File: src/rtl/alu_cmd_sequencer_pkg.sv
// Shared types, opcodes and helpers for the ALU command sequencer.
// Command entries are packed {op, b, a} so one FIFO word holds a whole operation.
package alu_cmd_sequencer_pkg;

  localparam int DATA_W   = 8;
  localparam int RES_W    = 16;
  localparam int OP_WIDTH = 4;
  localparam int CMD_W    = OP_WIDTH + 2 * DATA_W;

  localparam logic [OP_WIDTH-1:0] OP_ADD  = 4'b0000;
  localparam logic [OP_WIDTH-1:0] OP_SUB  = 4'b0001;
  localparam logic [OP_WIDTH-1:0] OP_MUL  = 4'b0010;
  localparam logic [OP_WIDTH-1:0] OP_DIV  = 4'b0011;
  localparam logic [OP_WIDTH-1:0] OP_MOD  = 4'b0100;
  localparam logic [OP_WIDTH-1:0] OP_SHL  = 4'b0101;
  localparam logic [OP_WIDTH-1:0] OP_ROL  = 4'b0110;
  localparam logic [OP_WIDTH-1:0] OP_ROR  = 4'b0111;
  localparam logic [OP_WIDTH-1:0] OP_AND  = 4'b1000;
  localparam logic [OP_WIDTH-1:0] OP_OR   = 4'b1001;
  localparam logic [OP_WIDTH-1:0] OP_NAND = 4'b1010;
  localparam logic [OP_WIDTH-1:0] OP_NOR  = 4'b1011;
  localparam logic [OP_WIDTH-1:0] OP_XOR  = 4'b1100;
  localparam logic [OP_WIDTH-1:0] OP_XNOR = 4'b1101;
  localparam logic [OP_WIDTH-1:0] OP_NOT  = 4'b1110;
  localparam logic [OP_WIDTH-1:0] OP_TWOS = 4'b1111;

  localparam logic [RES_W-1:0] DIV0_RESULT = 16'hFFFF;

  typedef enum logic [1:0] {
    ST_IDLE    = 2'd0,
    ST_ISSUE   = 2'd1,
    ST_CAPTURE = 2'd2,
    ST_RESP    = 2'd3
  } seq_state_e;

  typedef struct packed {
    logic [OP_WIDTH-1:0] op;
    logic [DATA_W-1:0]   b;
    logic [DATA_W-1:0]   a;
  } alu_cmd_t;

  // Only add, subtract and the rotates produce a meaningful extra bit.
  function automatic logic has_e_bit(input logic [OP_WIDTH-1:0] op);
    logic keep;
    case (op)
      OP_ADD, OP_SUB, OP_ROL, OP_ROR: keep = 1'b1;
      default:                        keep = 1'b0;
    endcase
    return keep;
  endfunction

  function automatic logic is_div_zero(input alu_cmd_t cmd);
    return (cmd.op == OP_DIV) && (cmd.b == {DATA_W{1'b0}});
  endfunction

endpackage

File: src/rtl/alu_cmd_sequencer_if.sv
// Command, ALU and response signals of the sequencer; slave = sequencer side,
// master = control/test side that also models the combinational ALU.
interface alu_cmd_sequencer_if;
  import alu_cmd_sequencer_pkg::*;

  logic                cmd_valid;
  logic                cmd_ready;
  logic [DATA_W-1:0]   cmd_a;
  logic [DATA_W-1:0]   cmd_b;
  logic [OP_WIDTH-1:0] cmd_op;

  logic [DATA_W-1:0]   alu_a;
  logic [DATA_W-1:0]   alu_b;
  logic [OP_WIDTH-1:0] alu_sel;
  logic [RES_W-1:0]    alu_result;
  logic                alu_e_bit;

  logic                rsp_valid;
  logic                rsp_ready;
  logic [RES_W-1:0]    rsp_result;
  logic                rsp_e_bit;
  logic [OP_WIDTH-1:0] rsp_op;
  logic                rsp_err;
  logic                busy;

  modport slave (
    input  cmd_valid, cmd_a, cmd_b, cmd_op, alu_result, alu_e_bit, rsp_ready,
    output cmd_ready, alu_a, alu_b, alu_sel, rsp_valid, rsp_result, rsp_e_bit,
           rsp_op, rsp_err, busy
  );

  modport master (
    output cmd_valid, cmd_a, cmd_b, cmd_op, alu_result, alu_e_bit, rsp_ready,
    input  cmd_ready, alu_a, alu_b, alu_sel, rsp_valid, rsp_result, rsp_e_bit,
           rsp_op, rsp_err, busy
  );

endinterface

File: src/rtl/alu_cmd_sequencer_fifo.sv
// Command FIFO: DEPTH entries of {op, b, a}. can_push is registered so the
// upstream ready never combinationally depends on a same-cycle pop.
module alu_cmd_sequencer_fifo
  import alu_cmd_sequencer_pkg::*;
#(
  parameter int DEPTH = 4
) (
  input  logic     clk,
  input  logic     rst,
  input  logic     push,
  input  alu_cmd_t wr_data,
  input  logic     pop,
  output alu_cmd_t rd_data,
  output logic     empty,
  output logic     empty_next,
  output logic     can_push
);

  localparam int PTR_W = $clog2(DEPTH);
  localparam int CNT_W = PTR_W + 1;

  alu_cmd_t         mem_r [DEPTH];
  logic [PTR_W-1:0] wr_ptr_r;
  logic [PTR_W-1:0] rd_ptr_r;
  logic [CNT_W-1:0] count_r;
  logic [CNT_W-1:0] count_s;
  logic             can_push_r;
  logic             push_en_s;
  logic             pop_en_s;

  assign push_en_s = push & can_push_r;
  assign pop_en_s  = pop & (count_r != {CNT_W{1'b0}});

  // Occupancy after this cycle's push/pop.
  always_comb begin
    count_s = count_r;
    case ({push_en_s, pop_en_s})
      2'b10:   count_s = count_r + CNT_W'(1);
      2'b01:   count_s = count_r - CNT_W'(1);
      default: count_s = count_r;
    endcase
  end

  // Pointers wrap naturally because DEPTH is a power of two.
  always_ff @(posedge clk or posedge rst) begin
    if (rst) begin
      wr_ptr_r   <= {PTR_W{1'b0}};
      rd_ptr_r   <= {PTR_W{1'b0}};
      count_r    <= {CNT_W{1'b0}};
      can_push_r <= 1'b0;
    end else begin
      if (push_en_s) begin
        wr_ptr_r <= wr_ptr_r + PTR_W'(1);
      end
      if (pop_en_s) begin
        rd_ptr_r <= rd_ptr_r + PTR_W'(1);
      end
      count_r    <= count_s;
      can_push_r <= (count_s != CNT_W'(DEPTH));
    end
  end

  // Storage array, written only on an accepted push.
  always_ff @(posedge clk) begin
    if (push_en_s) begin
      mem_r[wr_ptr_r] <= wr_data;
    end
  end

  assign rd_data    = mem_r[rd_ptr_r];
  assign empty      = (count_r == {CNT_W{1'b0}});
  assign empty_next = (count_s == {CNT_W{1'b0}});
  assign can_push   = can_push_r;

endmodule

File: src/rtl/alu_cmd_sequencer.sv
// Drives buffered commands one at a time onto a combinational ALU and returns
// each captured result over a valid/ready response channel, in command order.
module alu_cmd_sequencer
  import alu_cmd_sequencer_pkg::*;
#(
  parameter int DEPTH  = 4,
  parameter int SETTLE = 1
) (
  input logic           clk,
  input logic           rst,
  alu_cmd_sequencer_if.slave bus
);

  localparam int SETTLE_W = (SETTLE > 1) ? $clog2(SETTLE) : 1;

  seq_state_e          state_r;
  seq_state_e          state_s;
  alu_cmd_t            head_s;
  alu_cmd_t            wr_cmd_s;
  logic                fifo_empty_s;
  logic                fifo_empty_next_s;
  logic                fifo_can_push_s;
  logic                push_s;
  logic                pop_s;
  logic                load_alu_s;
  logic                load_div0_s;
  logic                capture_s;
  logic                settle_done_s;
  logic [SETTLE_W-1:0] settle_cnt_r;

  logic [DATA_W-1:0]   alu_a_r;
  logic [DATA_W-1:0]   alu_b_r;
  logic [OP_WIDTH-1:0] alu_sel_r;
  logic                rsp_valid_r;
  logic [RES_W-1:0]    rsp_result_r;
  logic                rsp_e_bit_r;
  logic [OP_WIDTH-1:0] rsp_op_r;
  logic                rsp_err_r;
  logic                busy_r;

  assign wr_cmd_s      = {bus.cmd_op, bus.cmd_b, bus.cmd_a};
  assign push_s        = bus.cmd_valid & fifo_can_push_s;
  assign settle_done_s = (settle_cnt_r == SETTLE_W'(SETTLE - 1));

  alu_cmd_sequencer_fifo #(
    .DEPTH(DEPTH)
  ) u_fifo (
    .clk       (clk),
    .rst       (rst),
    .push      (push_s),
    .wr_data   (wr_cmd_s),
    .pop       (pop_s),
    .rd_data   (head_s),
    .empty     (fifo_empty_s),
    .empty_next(fifo_empty_next_s),
    .can_push  (fifo_can_push_s)
  );

  // Next state: IDLE, or RESP once its response is taken, dispatches the FIFO head.
  always_comb begin
    state_s     = state_r;
    pop_s       = 1'b0;
    load_alu_s  = 1'b0;
    load_div0_s = 1'b0;
    capture_s   = 1'b0;
    if ((state_r == ST_IDLE) || ((state_r == ST_RESP) && bus.rsp_ready)) begin
      if (fifo_empty_s) begin
        state_s = ST_IDLE;
      end else begin
        pop_s = 1'b1;
        if (is_div_zero(head_s)) begin
          load_div0_s = 1'b1;
          state_s     = ST_RESP;
        end else begin
          load_alu_s = 1'b1;
          state_s    = ST_ISSUE;
        end
      end
    end else begin
      case (state_r)
        ST_ISSUE: begin
          if (settle_done_s) begin
            state_s = ST_CAPTURE;
          end else begin
            state_s = ST_ISSUE;
          end
        end
        ST_CAPTURE: begin
          capture_s = 1'b1;
          state_s   = ST_RESP;
        end
        ST_RESP: state_s = ST_RESP;
        default: state_s = ST_IDLE;
      endcase
    end
  end

  // State, settle counter and ALU operand registers.
  always_ff @(posedge clk or posedge rst) begin
    if (rst) begin
      state_r      <= ST_IDLE;
      settle_cnt_r <= {SETTLE_W{1'b0}};
      alu_a_r      <= {DATA_W{1'b0}};
      alu_b_r      <= {DATA_W{1'b0}};
      alu_sel_r    <= {OP_WIDTH{1'b0}};
      busy_r       <= 1'b0;
    end else begin
      state_r <= state_s;
      busy_r  <= (state_s != ST_IDLE) || !fifo_empty_next_s;
      if (load_alu_s) begin
        settle_cnt_r <= {SETTLE_W{1'b0}};
        alu_a_r      <= head_s.a;
        alu_b_r      <= head_s.b;
        alu_sel_r    <= head_s.op;
      end else if ((state_r == ST_ISSUE) && !settle_done_s) begin
        settle_cnt_r <= settle_cnt_r + SETTLE_W'(1);
      end
    end
  end

  // Response registers; divide-by-zero bypasses the ALU and leaves alu_* untouched.
  always_ff @(posedge clk or posedge rst) begin
    if (rst) begin
      rsp_valid_r  <= 1'b0;
      rsp_result_r <= {RES_W{1'b0}};
      rsp_e_bit_r  <= 1'b0;
      rsp_op_r     <= {OP_WIDTH{1'b0}};
      rsp_err_r    <= 1'b0;
    end else begin
      if (capture_s) begin
        rsp_valid_r  <= 1'b1;
        rsp_result_r <= bus.alu_result;
        rsp_e_bit_r  <= bus.alu_e_bit & has_e_bit(alu_sel_r);
        rsp_op_r     <= alu_sel_r;
        rsp_err_r    <= 1'b0;
      end else if (load_div0_s) begin
        rsp_valid_r  <= 1'b1;
        rsp_result_r <= DIV0_RESULT;
        rsp_e_bit_r  <= 1'b0;
        rsp_op_r     <= head_s.op;
        rsp_err_r    <= 1'b1;
      end else if ((state_r == ST_RESP) && bus.rsp_ready) begin
        rsp_valid_r <= 1'b0;
      end
    end
  end

  assign bus.cmd_ready  = fifo_can_push_s;
  assign bus.alu_a      = alu_a_r;
  assign bus.alu_b      = alu_b_r;
  assign bus.alu_sel    = alu_sel_r;
  assign bus.rsp_valid  = rsp_valid_r;
  assign bus.rsp_result = rsp_result_r;
  assign bus.rsp_e_bit  = rsp_e_bit_r;
  assign bus.rsp_op     = rsp_op_r;
  assign bus.rsp_err    = rsp_err_r;
  assign bus.busy       = busy_r;

endmodule
File: src/flat_wrapper.sv
// flat-port wrapper written by rule: the top's interface ports become plain ports
module alu_cmd_sequencer_flat import alu_cmd_sequencer_pkg::*;
#(
  parameter int DEPTH  = 4,
  parameter int SETTLE = 1
)
  (clk, rst, bus_cmd_valid, bus_cmd_a, bus_cmd_b, bus_cmd_op, bus_alu_result, bus_alu_e_bit, bus_rsp_ready, bus_cmd_ready, bus_alu_a, bus_alu_b, bus_alu_sel, bus_rsp_valid, bus_rsp_result, bus_rsp_e_bit, bus_rsp_op, bus_rsp_err, bus_busy);
  alu_cmd_sequencer_if bus_i ();
  input logic clk;
  input logic rst;
  input wire logic [$bits(bus_i.cmd_valid)-1:0] bus_cmd_valid;
  input wire logic [$bits(bus_i.cmd_a)-1:0] bus_cmd_a;
  input wire logic [$bits(bus_i.cmd_b)-1:0] bus_cmd_b;
  input wire logic [$bits(bus_i.cmd_op)-1:0] bus_cmd_op;
  input wire logic [$bits(bus_i.alu_result)-1:0] bus_alu_result;
  input wire logic [$bits(bus_i.alu_e_bit)-1:0] bus_alu_e_bit;
  input wire logic [$bits(bus_i.rsp_ready)-1:0] bus_rsp_ready;
  output wire logic [$bits(bus_i.cmd_ready)-1:0] bus_cmd_ready;
  output wire logic [$bits(bus_i.alu_a)-1:0] bus_alu_a;
  output wire logic [$bits(bus_i.alu_b)-1:0] bus_alu_b;
  output wire logic [$bits(bus_i.alu_sel)-1:0] bus_alu_sel;
  output wire logic [$bits(bus_i.rsp_valid)-1:0] bus_rsp_valid;
  output wire logic [$bits(bus_i.rsp_result)-1:0] bus_rsp_result;
  output wire logic [$bits(bus_i.rsp_e_bit)-1:0] bus_rsp_e_bit;
  output wire logic [$bits(bus_i.rsp_op)-1:0] bus_rsp_op;
  output wire logic [$bits(bus_i.rsp_err)-1:0] bus_rsp_err;
  output wire logic [$bits(bus_i.busy)-1:0] bus_busy;
  assign bus_i.cmd_valid = bus_cmd_valid;
  assign bus_i.cmd_a = bus_cmd_a;
  assign bus_i.cmd_b = bus_cmd_b;
  assign bus_i.cmd_op = bus_cmd_op;
  assign bus_i.alu_result = bus_alu_result;
  assign bus_i.alu_e_bit = bus_alu_e_bit;
  assign bus_i.rsp_ready = bus_rsp_ready;
  assign bus_cmd_ready = bus_i.cmd_ready;
  assign bus_alu_a = bus_i.alu_a;
  assign bus_alu_b = bus_i.alu_b;
  assign bus_alu_sel = bus_i.alu_sel;
  assign bus_rsp_valid = bus_i.rsp_valid;
  assign bus_rsp_result = bus_i.rsp_result;
  assign bus_rsp_e_bit = bus_i.rsp_e_bit;
  assign bus_rsp_op = bus_i.rsp_op;
  assign bus_rsp_err = bus_i.rsp_err;
  assign bus_busy = bus_i.busy;
  alu_cmd_sequencer #(.DEPTH(DEPTH), .SETTLE(SETTLE)) u_core (.clk(clk), .rst(rst), .bus(bus_i));
endmodule
File: config.mk
export PLATFORM = sky130hd
export DESIGN_NAME = alu_cmd_sequencer_flat
export DESIGN_NICKNAME = d
export VERILOG_FILES = /design/src/rtl/alu_cmd_sequencer_pkg.sv /design/src/rtl/alu_cmd_sequencer_if.sv /design/src/rtl/alu_cmd_sequencer_fifo.sv /design/src/rtl/alu_cmd_sequencer.sv /design/src/flat_wrapper.sv
export SDC_FILE = /design/constraint.sdc
export NUM_CORES = 1
export LEC_CHECK = 0
export CAP_MARGIN = 25
export CORE_MARGIN = 8
export CORE_UTILIZATION = 55
export DETAILED_ROUTE_END_ITERATION = 8
export GPL_TIMING_DRIVEN = 0
export MAX_ROUTING_LAYER = met4
export PLACE_DENSITY = 0.82
export SLEW_MARGIN = 10
export SYNTH_ARGS = -nofsm -noshare
export SYNTH_HDL_FRONTEND = slang
export SYNTH_SLANG_ARGS = --single-unit
File: constraint.sdc
create_clock -name clk -period 4.6 [get_ports clk]
set_clock_uncertainty 0.2 [all_clocks]
set_input_delay 0.92 -clock clk [delete_from_list [all_inputs] [get_ports clk]]
set_output_delay 0.92 -clock clk [all_outputs]
set_load 0.005 [all_outputs]
==> results_dict.tcl, run 1 <==
set metrics [dict create \
    status "finished, final reports clean" \
    crit_family "buffers and inverters" \
    maxSlewViolCount 0 \
    max-vdd-ir-drop_uv 432 \
    post_drt_wl_per_cell_um 19.3 \
    leakagePower_uw 0.00263 \
    post-place-ws_ns 0.661 \
    netlist_area_um2 5250 \
    place_congestion 0.742 \
    initial_utilization_pct 56.9 \
    avgViaCountPerCell 5.36 \
    syn_area_per_cell_um2 16.5 \
    cts_tree "built" \
    layout_min_cycle_time_ns 3.42 \
    crit_path_max_fanout 10 \
    syn_to_final_growth_pct 32.3 \
    r2r_end "u_core.u_fifo.can_push$_DFF_PP0_" \
    p_per_area_nw_per_um2 708 \
    cp-start-kind "input port" \
    cp.required_ns 4.85 \
    antenna_found_initial 0 \
    final_nets 475 \
    finalSetupTns_ns 0 \
    place_hpwl_mm 6.96 \
    grt_start_max_net_pins 29 \
    holdPathEnd "u_core.u_fifo.count_r[2]$_DFF_PP0_" \
    clk_path_buf_depth 2 \
    rows 35 \
    critPathSlowestCell "o2bb2ai_1" \
    worst_skew_pair.late_latency_ns 0.52 \
    setup_viol 0 \
    synth_warnings 0 \
    clock.fmax_mhz 292 \
    drive_gt1_share_pct 17.0 \
    ant_nets 0 \
    cts_buffers 17 \
    fin_ws_ns 1.18 \
    drv_cap 0 \
    crit_path_max_incr_delay_ns 0.46 \
    synthesis.nets 366 \
    fin_area_um2 6950 \
    drc_errors 0 \
    die_x_um 114 \
    rsz0062_at_grt "false" \
    core-area_um2 9240 \
    grt_usage_pct 18.5 \
    cp_num_buf_inv 3 \
    place.port_buffers 85 \
    r2r-start "u_core.state_r[1]$_DFF_PP0_" \
    grt_overflow 0 \
    path_class "input port to flip-flop" \
    h-tree-depth 4 \
    period_share_pct 74.3 \
    hold_path.class "flip-flop to flip-flop" \
    crit_path_end_kind "flip-flop" \
    final-hold-violation-count 0 \
    clk_pin_slew_ns 0.06 \
    grt_pass1_wl_mm 17.6 \
    grt_pass1_vias 3293 \
    cts_hold_buf 0 \
    drt_iter0_drc 234 \
    firstDrtPassIters 4 \
    hold_depth 1 \
    cts-root-buf "clkbuf_8" \
    relSlewSlack_pct 47.3 \
    fp.dieH_um 114 \
    ctsResizeCount 0 \
    diodes 0 \
    path_cells "clkdlybuf4s50_1 -> and3_1 -> o2bb2ai_1 -> clkinv_1 -> ha_1 -> inv_1 -> fa_1 -> mux2i_1 -> nor2_1 -> nand2_1" \
    min_from "u_core.u_fifo.count_r[2]$_DFF_PP0_" \
    clkSinkCount 135 \
    final_cells 570 \
    routed_wl_mm 11.0 \
    io_pins 86 \
    tightest_slew_ns 0.790 \
    reg2reg_slack_ns 1.58 \
    synthCells 319 \
    reg2reg_depth 9 \
    crit_arrival_ns 3.67 \
    synth-seq-cells 135 \
    num_vias 3055 \
    dp.cells 534 \
    dieArea_um2 12900 \
    synth_cell_types 33 \
    cts_setup_buffers 0 \
    seq_area_frac_synth_pct 71.9 \
    placed_area_um2 6290 \
]
==> how the worst max path moves through the flow <==
stage / start / endpoint / slack (ns) / cells after the start
6_report: bus_rsp_ready / u_core.u_fifo.can_push$_DFF_PP0_ / 1.18 / 10
2_1_floorplan: bus_rsp_ready / u_core.u_fifo.can_push$_DFF_PP0_ / 1.68 / 9
3_5_place_dp: bus_rsp_ready / u_core.u_fifo.can_push$_DFF_PP0_ / 0.66 / 10
4_1_cts: bus_rsp_ready / u_core.u_fifo.can_push$_DFF_PP0_ / 1.17 / 10
5_1_grt: bus_rsp_ready / u_core.u_fifo.can_push$_DFF_PP0_ / 1.00 / 10
3_3_place_gp: bus_rsp_ready / u_core.u_fifo.can_push$_DFF_PP0_ / 0.74 / 10
==> stage by stage <==
| stage | power, uW | utilization (%) | hold slack [ns] |
|---|---|---|---|
| detailed placement | 3530 | 68.0 | 0.283 |
| global placement | 3470 | 67.8 | 0.273 |
| floorplan | 2830 | - | 0.259 |
| global route | 5180 | 75.2 | 0.325 |
| finish | 4920 | 75.2 | 0.303 |
| CTS | 4950 | 74.6 | 0.302 |
==> cell families (layout without fill, tap and decap cells) <==
group	Yosys count	after routing	share of synthesized area, %
multiplexers	35	35	12.5
AO/OA/AOI/OAI	36	36	3.86
flip-flops	135	135	71.9
buffers and inverters	27	149	2.36
AND/OR/NAND/NOR	73	73	6.64
XOR/XNOR	7	7	1.17
adder cells (fa/ha/maj)	6	6	1.57
==> state kept, by name, indices dropped and copies added, names as in the netlist, 3 cells and up <==
register	count
u_core.bus.alu_a	8
u_core.bus.alu_b	8
u_core.bus.rsp_op	4
u_core.bus.rsp_result	16
u_core.bus.alu_sel	4
u_core.u_fifo.mem_r	80
u_core.u_fifo.count_r	3
==> layout make-up <==
type	instances	area (um^2)
inverter	15	56.3
timing repair buffer	90	927
multi-input combinational	157	1350
tap	129	161
buffer	12	67.6
clock buffer	18	418
clock inverter	14	189
fill	544	2290
sequential	135	3780
==> cells in the final DEF, fill, tap and decap left out, types with 4 or more instances in the layout <==
master,count
and3_1,5
buf_6,4
clkbuf_1,9
clkbuf_16,16
clkdlybuf4s50_1,85
dfrtp_1,55
edfxtp_1,80
ha_1,5
inv_1,13
inv_6,5
mux2_4,10
mux4_2,20
nand2_1,19
nor2_1,40
o21ai_1,26
xnor2_1,5
==> routing by layer <==
| metal | global-route usage, % | vias up | routed length [um] |
|---|---|---|---|
| met3 | 5.60 | 14 | 707 |
| li1 | - | 1390 | - |
| met1 | 21.3 | 1545 | 4560 |
| met4 | 6.22 | 0 | 129 |
| met5 | - | - | 0 |
| met2 | 30.5 | 106 | 5580 |
==> report_power, final <==
group	total, uW	leakage, uW	switching [uW]	internal [uW]
Sequential	1860	0.00137	191	1670
Clock	1380	0.000291	534	843
Combinational	1680	0.000975	774	909
==> synthesized netlist by cell type <==
library cell | count | share of area [%]
nor2_1 | 40 | 2.9
nor4_4 | 1 | 0.40
nand2_1 | 19 | 1.4
mux2i_1 | 1 | 0.19
xnor2_1 | 5 | 0.83
nor2b_1 | 2 | 0.24
o21ai_0 | 1 | 0.095
inv_1 | 14 | 1.0
o21ai_1 | 26 | 2.5
o2111ai_1 | 1 | 0.17
o2bb2ai_1 | 1 | 0.17
xor2_1 | 2 | 0.33
clkinv_1 | 1 | 0.071
mux2_4 | 10 | 2.9
buf_1 | 1 | 0.071
edfxtp_1 | 80 | 46
a21oi_1 | 3 | 0.29
mux2_2 | 1 | 0.21
clkbuf_1 | 8 | 0.57
a31oi_2 | 1 | 0.24
dfrtp_1 | 55 | 26
buf_6 | 3 | 0.64
mux2_1 | 3 | 0.64
ha_1 | 5 | 1.2
nand4_1 | 2 | 0.24
and3_1 | 5 | 0.60
mux4_2 | 20 | 8.6
fa_1 | 1 | 0.38
nand2b_1 | 1 | 0.12
a21boi_1 | 3 | 0.43
nor3_1 | 1 | 0.095
nor4b_4 | 1 | 0.45
nor4b_2 | 1 | 0.29
Note: power is estimated with default switching activity, not from simulation.
==> run 2, diff against run 1 <==
--- a/config.mk
+++ b/config.mk
@@ -7,11 +7,11 @@
 export LEC_CHECK = 0
 export CAP_MARGIN = 25
 export CORE_MARGIN = 8
-export CORE_UTILIZATION = 55
+export CORE_UTILIZATION = 53
 export DETAILED_ROUTE_END_ITERATION = 8
 export GPL_TIMING_DRIVEN = 0
 export MAX_ROUTING_LAYER = met4
-export PLACE_DENSITY = 0.82
+export PLACE_DENSITY = 0.79
 export SLEW_MARGIN = 10
 export SYNTH_ARGS = -nofsm -noshare
 export SYNTH_HDL_FRONTEND = slang
==> constraint.sdc (replaced) <==
create_clock -name clk -period 3.35 [get_ports clk]
set_clock_uncertainty 0.2 [all_clocks]
set_input_delay 0.67 -clock clk [delete_from_list [all_inputs] [get_ports clk]]
set_output_delay 0.67 -clock clk [all_outputs]
set_load 0.005 [all_outputs]
==> run 2 against run 1 <==
Flip-flop and latch count did not move. Final cell count rose by 0.70%. Power rose by 39%. Non-clock buffer count did not move. Highest routed layer unchanged.
==> results_dict.tcl, run 2 (synthesis gave the netlist of run 1 again) <==
set metrics [dict create \
    status "finished, final reports clean" \
    reg2reg_slack_ns 0.54 \
    cts_buffers 17 \
    clk_pin_slew_ns 0.06 \
    cts_tree "built" \
    fin_area_um2 7000 \
    num_vias 3023 \
    holdWs_ns 0.283 \
    ctsResizeCount 0 \
    cts_setup_buffers 0 \
    fp.dieH_um 116 \
    grt_overflow 0 \
    wl_met2_mm 5.62 \
    drc_errors 0 \
    power.total_uw 6860 \
    diodes 0 \
    die_x_um 116 \
    setup_viol 0 \
    crit_path_end_kind "flip-flop" \
    final-hold-violation-count 0 \
    max-vdd-ir-drop_uv 568 \
    reg2reg_depth 6 \
    drv_cap 0 \
    firstDrtPassIters 4 \
    largest_register "u_core.u_fifo.mem_r" \
    placed_area_um2 6310 \
    largest_reg_flops 80 \
    grt_usage_pct 18.5 \
    crit_path_max_fanout 10 \
    p_per_area_nw_per_um2 980 \
    path_class "input port to flip-flop" \
    grt_start_max_net_pins 39 \
    io_pins 86 \
    nFillCells 628 \
    routed_wl_mm 10.9 \
    crit_path_max_incr_delay_ns 0.48 \
    clk_path_buf_depth 2 \
    post-route-util_pct 72.2 \
    rows 36 \
    maxSlewViolCount 0 \
    crit_arrival_ns 3.08 \
    final_nets 475 \
    period_share_pct 84.4 \
    cts_hold_buf 0 \
    leakagePower_uw 0.00266 \
    rsz0062_at_grt "false" \
    layout_min_cycle_time_ns 2.83 \
    core-area_um2 9680 \
    top_layer "met4" \
    met3_length_um 733 \
    path_cells "clkdlybuf4s50_1 -> and3_1 -> o2bb2ai_1 -> inv_2 -> ha_1 -> inv_1 -> fa_1 -> mux2i_1 -> nor2_1 -> nand2_1" \
    cts-root-buf "clkbuf_8" \
    clock.fmax_mhz 354 \
    post_drt_wl_per_cell_um 19.0 \
    tightest_slew_ns 0.893 \
    drt_iter0_drc 221 \
    final_common_cell "clkdlybuf4s50_1" \
    hold_path.class "input port to asynchronous set/reset pin" \
    drive_gt1_share_pct 16.3 \
    worst_skew_pair.late_latency_ns 0.52 \
    avgViaCountPerCell 5.27 \
    grt_pass1_vias 3388 \
    ant_nets 0 \
    h-tree-depth 4 \
    mostFrequentLayoutCells "clkdlybuf4s50_1 (85), edfxtp_1 (80), dfrtp_1 (55)" \
    cp-start-kind "input port" \
    m1WireLength_mm 4.45 \
    initial_utilization_pct 54.3 \
    relSlewSlack_pct 40.5 \
    critPathSlowestCell "o2bb2ai_1" \
    dieArea_um2 13400 \
    clkSinkCount 135 \
    place_congestion 0.753 \
    place.port_buffers 85 \
    place_hpwl_mm 7.22 \
    cp.required_ns 3.61 \
    grt_pass1_wl_mm 17.7 \
    antenna_found_initial 0 \
    syn_to_final_growth_pct 33.2 \
]
==> run 2: cell count changes in the layout (fill, tap and decap cells not counted), moves of 2 or more <==
| cell | change |
|---|---|
| clkbuf_1 | +3 |
| clkbuf_16 | +2 |
| clkbuf_8 | +2 |
| clkinvlp_4 | -2 |
| inv_6 | -5 |
| inv_8 | -2 |
==> run 2: worst paths after layout <==
check                                                 startpoint                                    end
max in group asynchronous                                    rst  u_core.bus.rsp_result[14]$_DFFE_PP0P_
setup / recovery                                   bus_rsp_ready       u_core.u_fifo.can_push$_DFF_PP0_
setup reg to reg           u_core.u_fifo.rd_ptr_r[1]$_DFFE_PP0P_   u_core.bus.rsp_result[1]$_DFFE_PP0P_
hold reg to reg               u_core.u_fifo.count_r[2]$_DFF_PP0_     u_core.u_fifo.count_r[2]$_DFF_PP0_
hold / removal                                               rst   u_core.bus.rsp_result[4]$_DFFE_PP0P_
min in group clk              u_core.u_fifo.count_r[2]$_DFF_PP0_     u_core.u_fifo.count_r[2]$_DFF_PP0_
==> run 2: final cells by class <==
| cell class | instances | area [um^2] | share of cell area (%) |
|---|---|---|---|
| Buffer | 12 | 67.6 | 0.966 |
| Multi-Input combinational cell | 157 | 1350 | 19.3 |
| Clock inverter | 7 | 138 | 1.97 |
| Timing Repair Buffer | 90 | 931 | 13.3 |
| Clock buffer | 25 | 507 | 7.24 |
| Inverter | 15 | 56.3 | 0.805 |
| Sequential cell | 135 | 3780 | 54.0 |
| Tap cell | 133 | 166 | 2.38 |
==> run 2: layer usage <==
layer / vias to the layer above / track usage [%]
met1: 1526 / 20.0
met5: - / -
met2: 96 / 31.6
li1: 1387 / -
met3: 14 / 5.16
met4: 0 / 7.01
==> run 2: stage by stage <==
stage | setup slack [ns] | std cells | TNS (ns)
2_1_floorplan | 0.678 | 319 | 0
3_3_place_gp | -0.223 | 537 | -0.426
3_5_place_dp | -0.228 | 539 | -0.524
4_1_cts | 0.202 | 571 | 0
5_1_grt | 0.296 | 574 | 0
6_report | 0.523 | 574 | 0
==> run 2: critical path, delay by kind of cell <==
kind	cells	cell delay, ns
AO/OA/AOI/OAI	1	0.48
adder cells (fa/ha/maj)	2	0.66
buffers and inverters	3	0.73
multiplexers	1	0.17
AND/OR/NAND/NOR	3	0.37
==> run 2: where the power goes <==
part	internal [uW]	total, uW	switching, uW	leakage, uW
clock network	1340	2000	659	0.000314
logic	1250	2300	1050	0.000980
registers	2300	2550	259	0.00137
total	4890	6860	1970	0.00266
==> run 3, diff against run 2 <==
--- a/config.mk
+++ b/config.mk
@@ -7,11 +7,11 @@
 export LEC_CHECK = 0
 export CAP_MARGIN = 25
 export CORE_MARGIN = 8
-export CORE_UTILIZATION = 53
+export CORE_UTILIZATION = 48
 export DETAILED_ROUTE_END_ITERATION = 8
 export GPL_TIMING_DRIVEN = 0
 export MAX_ROUTING_LAYER = met4
-export PLACE_DENSITY = 0.79
+export PLACE_DENSITY = 0.76
 export SLEW_MARGIN = 10
 export SYNTH_ARGS = -nofsm -noshare
 export SYNTH_HDL_FRONTEND = slang
==> constraint.sdc (replaced) <==
create_clock -name clk -period 2.4 [get_ports clk]
set_clock_uncertainty 0.2 [all_clocks]
set_input_delay 0.48 -clock clk [delete_from_list [all_inputs] [get_ports clk]]
set_output_delay 0.48 -clock clk [all_outputs]
set_load 0.005 [all_outputs]
==> run 3 against run 2 <==
The run now ends with setup timing left. Final cell count grew 2.4%. Die area is 8.9% higher. Non-clock buffer count up 7. Critical path type is now flip-flop to flip-flop. Critical endpoint is now u_core.bus.alu_a[3]$_DFFE_PP0P_.
==> results_dict.tcl, run 3 (synthesis gave the netlist of run 1 again) <==
set metrics [dict create \
    status "finished, violations left" \
    violations "setup timing" \
    post_drt_wl_per_cell_um 18.6 \
    io_pins 86 \
    grt_overflow 0 \
    routed_wl_mm 10.9 \
    clk_pin_slew_ns 0.06 \
    dieArea_um2 14500 \
    path_cells "buf_12 -> mux4_2 -> nor4b_4 -> a31oi_4 -> buf_12 -> mux2_4" \
    avgViaCountPerCell 5.26 \
    layout_min_cycle_time_ns 2.47 \
    period_share_pct 103 \
    firstDrtPassIters 6 \
    grt_pass1_wl_mm 17.5 \
    reg2reg_depth 6 \
    regArea_um2 3780 \
    cp.depth 6 \
    crit_path_end_kind "flip-flop" \
    drv_cap 0 \
    crit_path_max_fanout 10 \
    syn_to_final_growth_pct 37.1 \
    nFillCells 726 \
    clkSinkCount 135 \
    holdWs_ns 0.0732 \
    place.port_buffers 85 \
    die_x_um 121 \
    drive_gt1_share_pct 22.1 \
    largest_reg_flops 80 \
    drt_iter0_drc 182 \
    grt_usage_pct 16.4 \
    crit_arrival_ns 2.68 \
    drc_errors 0 \
    clock.fmax_mhz 405 \
    multi_input_area_um2 1430 \
    hold_path.class "input port to asynchronous set/reset pin" \
    dp.cells 548 \
    fp.dieH_um 121 \
    ant_nets 0 \
    crit_family "multiplexers" \
    p_per_area_nw_per_um2 1370 \
    post-place-ws_ns -0.893 \
    path_class "flip-flop to flip-flop" \
    maxSlewViolCount 0 \
    place_hpwl_mm 7.29 \
    cp-start-kind "flip-flop" \
    fin_area_um2 7200 \
    num_vias 3091 \
    cts-root-buf "clkbuf_8" \
    critPathSlowestCell "mux4_2" \
    grt_start_max_net_pins 41 \
    cts_buffers 17 \
    core-area_um2 10700 \
    tightest_slew_ns 0.823 \
    fin_ws_ns -0.0664 \
    final_nets 482 \
    rows 38 \
    diodes 0 \
    cp.required_ns 2.61 \
    final_common_cell "clkdlybuf4s50_1" \
    max-vdd-ir-drop_uv 693 \
    place_congestion 0.748 \
    cp_common_cell "buf_12" \
    cp_num_buf_inv 2 \
    worst_skew_pair.late_latency_ns 0.53 \
    clk_path_buf_depth 2 \
    antenna_found_initial 0 \
    cts_tree "built" \
    largest_register "u_core.u_fifo.mem_r" \
    initial_utilization_pct 48.9 \
    final-hold-violation-count 0 \
    setup_viol 13 \
    rsz0062_at_grt "true" \
    h-tree-depth 4 \
    placed_area_um2 6350 \
    leakagePower_uw 0.00274 \
    mostFrequentLayoutCells "clkdlybuf4s50_1 (85), edfxtp_1 (80), dfrtp_1 (52)" \
    relSlewSlack_pct 45.2 \
    crit_path_max_incr_delay_ns 0.56 \
    final_cells 588 \
    grt_pass1_vias 3374 \
]
## run 3: cell count changes in the layout (fill, tap and decap cells not counted), moves of 3 or more
| cell | previous run | this run |
|---|---|---|
| clkbuf_1 | 12 | 5 |
| buf_6 | 3 | 7 |
| clkinvlp_4 | 0 | 4 |
| buf_4 | 0 | 3 |
| dfrtp_1 | 55 | 52 |
| dfrtp_2 | 0 | 3 |
| o21ai_1 | 26 | 23 |
| o21ai_2 | 0 | 3 |
## run 3: final timing paths
kind	start	endpoint	slack, ns
max in group asynchronous	rst	u_core.state_r[1]$_DFF_PP0_	1.38
max	u_core.u_fifo.rd_ptr_r[0]$_DFFE_PP0P_	u_core.bus.alu_a[3]$_DFFE_PP0P_	-0.07
min in group clk	u_core.u_fifo.count_r[2]$_DFF_PP0_	u_core.u_fifo.count_r[2]$_DFF_PP0_	0.29
min reg2reg	u_core.u_fifo.count_r[2]$_DFF_PP0_	u_core.u_fifo.count_r[2]$_DFF_PP0_	0.29
max reg2reg	u_core.u_fifo.rd_ptr_r[0]$_DFFE_PP0P_	u_core.bus.alu_a[3]$_DFFE_PP0P_	-0.07
min	rst	u_core.bus.alu_a[3]$_DFFE_PP0P_	0.07
## run 3: where the power goes
group | switching [uW] | internal [uW] | total (uW)
logic | 1560 | 1940 | 3510
registers | 364 | 3210 | 3570
clock network | 937 | 1880 | 2810
total | 2860 | 7030 | 9890
## run 3: through the flow
stage               power, uW   TNS, ns  utilization, %
floorplan                5430  -0.00233               -
global placement         6660    -69.55            58.5
detailed placement       6830    -27.05            59.1
CTS                      9890    -0.648            66.2
global route            10400     -1.86            67.0
finish                   9890    -0.737            67.0
## run 3: layout make-up
cell class	instances	share of cell area (%)
plain buffers	12	1.46
clock buffers	21	6.38
clock inverters	11	2.69
inverters	15	0.851
multi-input cells	157	19.8
flip-flops and latches	135	52.5
well taps	140	2.43
repair buffers	97	13.9
## run 3: repair_timing
| item | in CTS | in global routing |
|---|---|---|
| gates cloned | 0 | 0 |
| setup buffers | 6 | 1 |
| resized for setup | 18 | 19 |
| pin swaps | 5 | 3 |
| hold buffers | 0 | 0 |
| setup endpoints to repair | 50 | 40 |
## run 3: layer usage
| metal | GRT usage, % | wire length (um) |
|---|---|---|
| met5 | - | 0 |
| met4 | 8.20 | 198 |
| met3 | 5.55 | 826 |
| met1 | 18.7 | 4570 |
| met2 | 25.4 | 5340 |
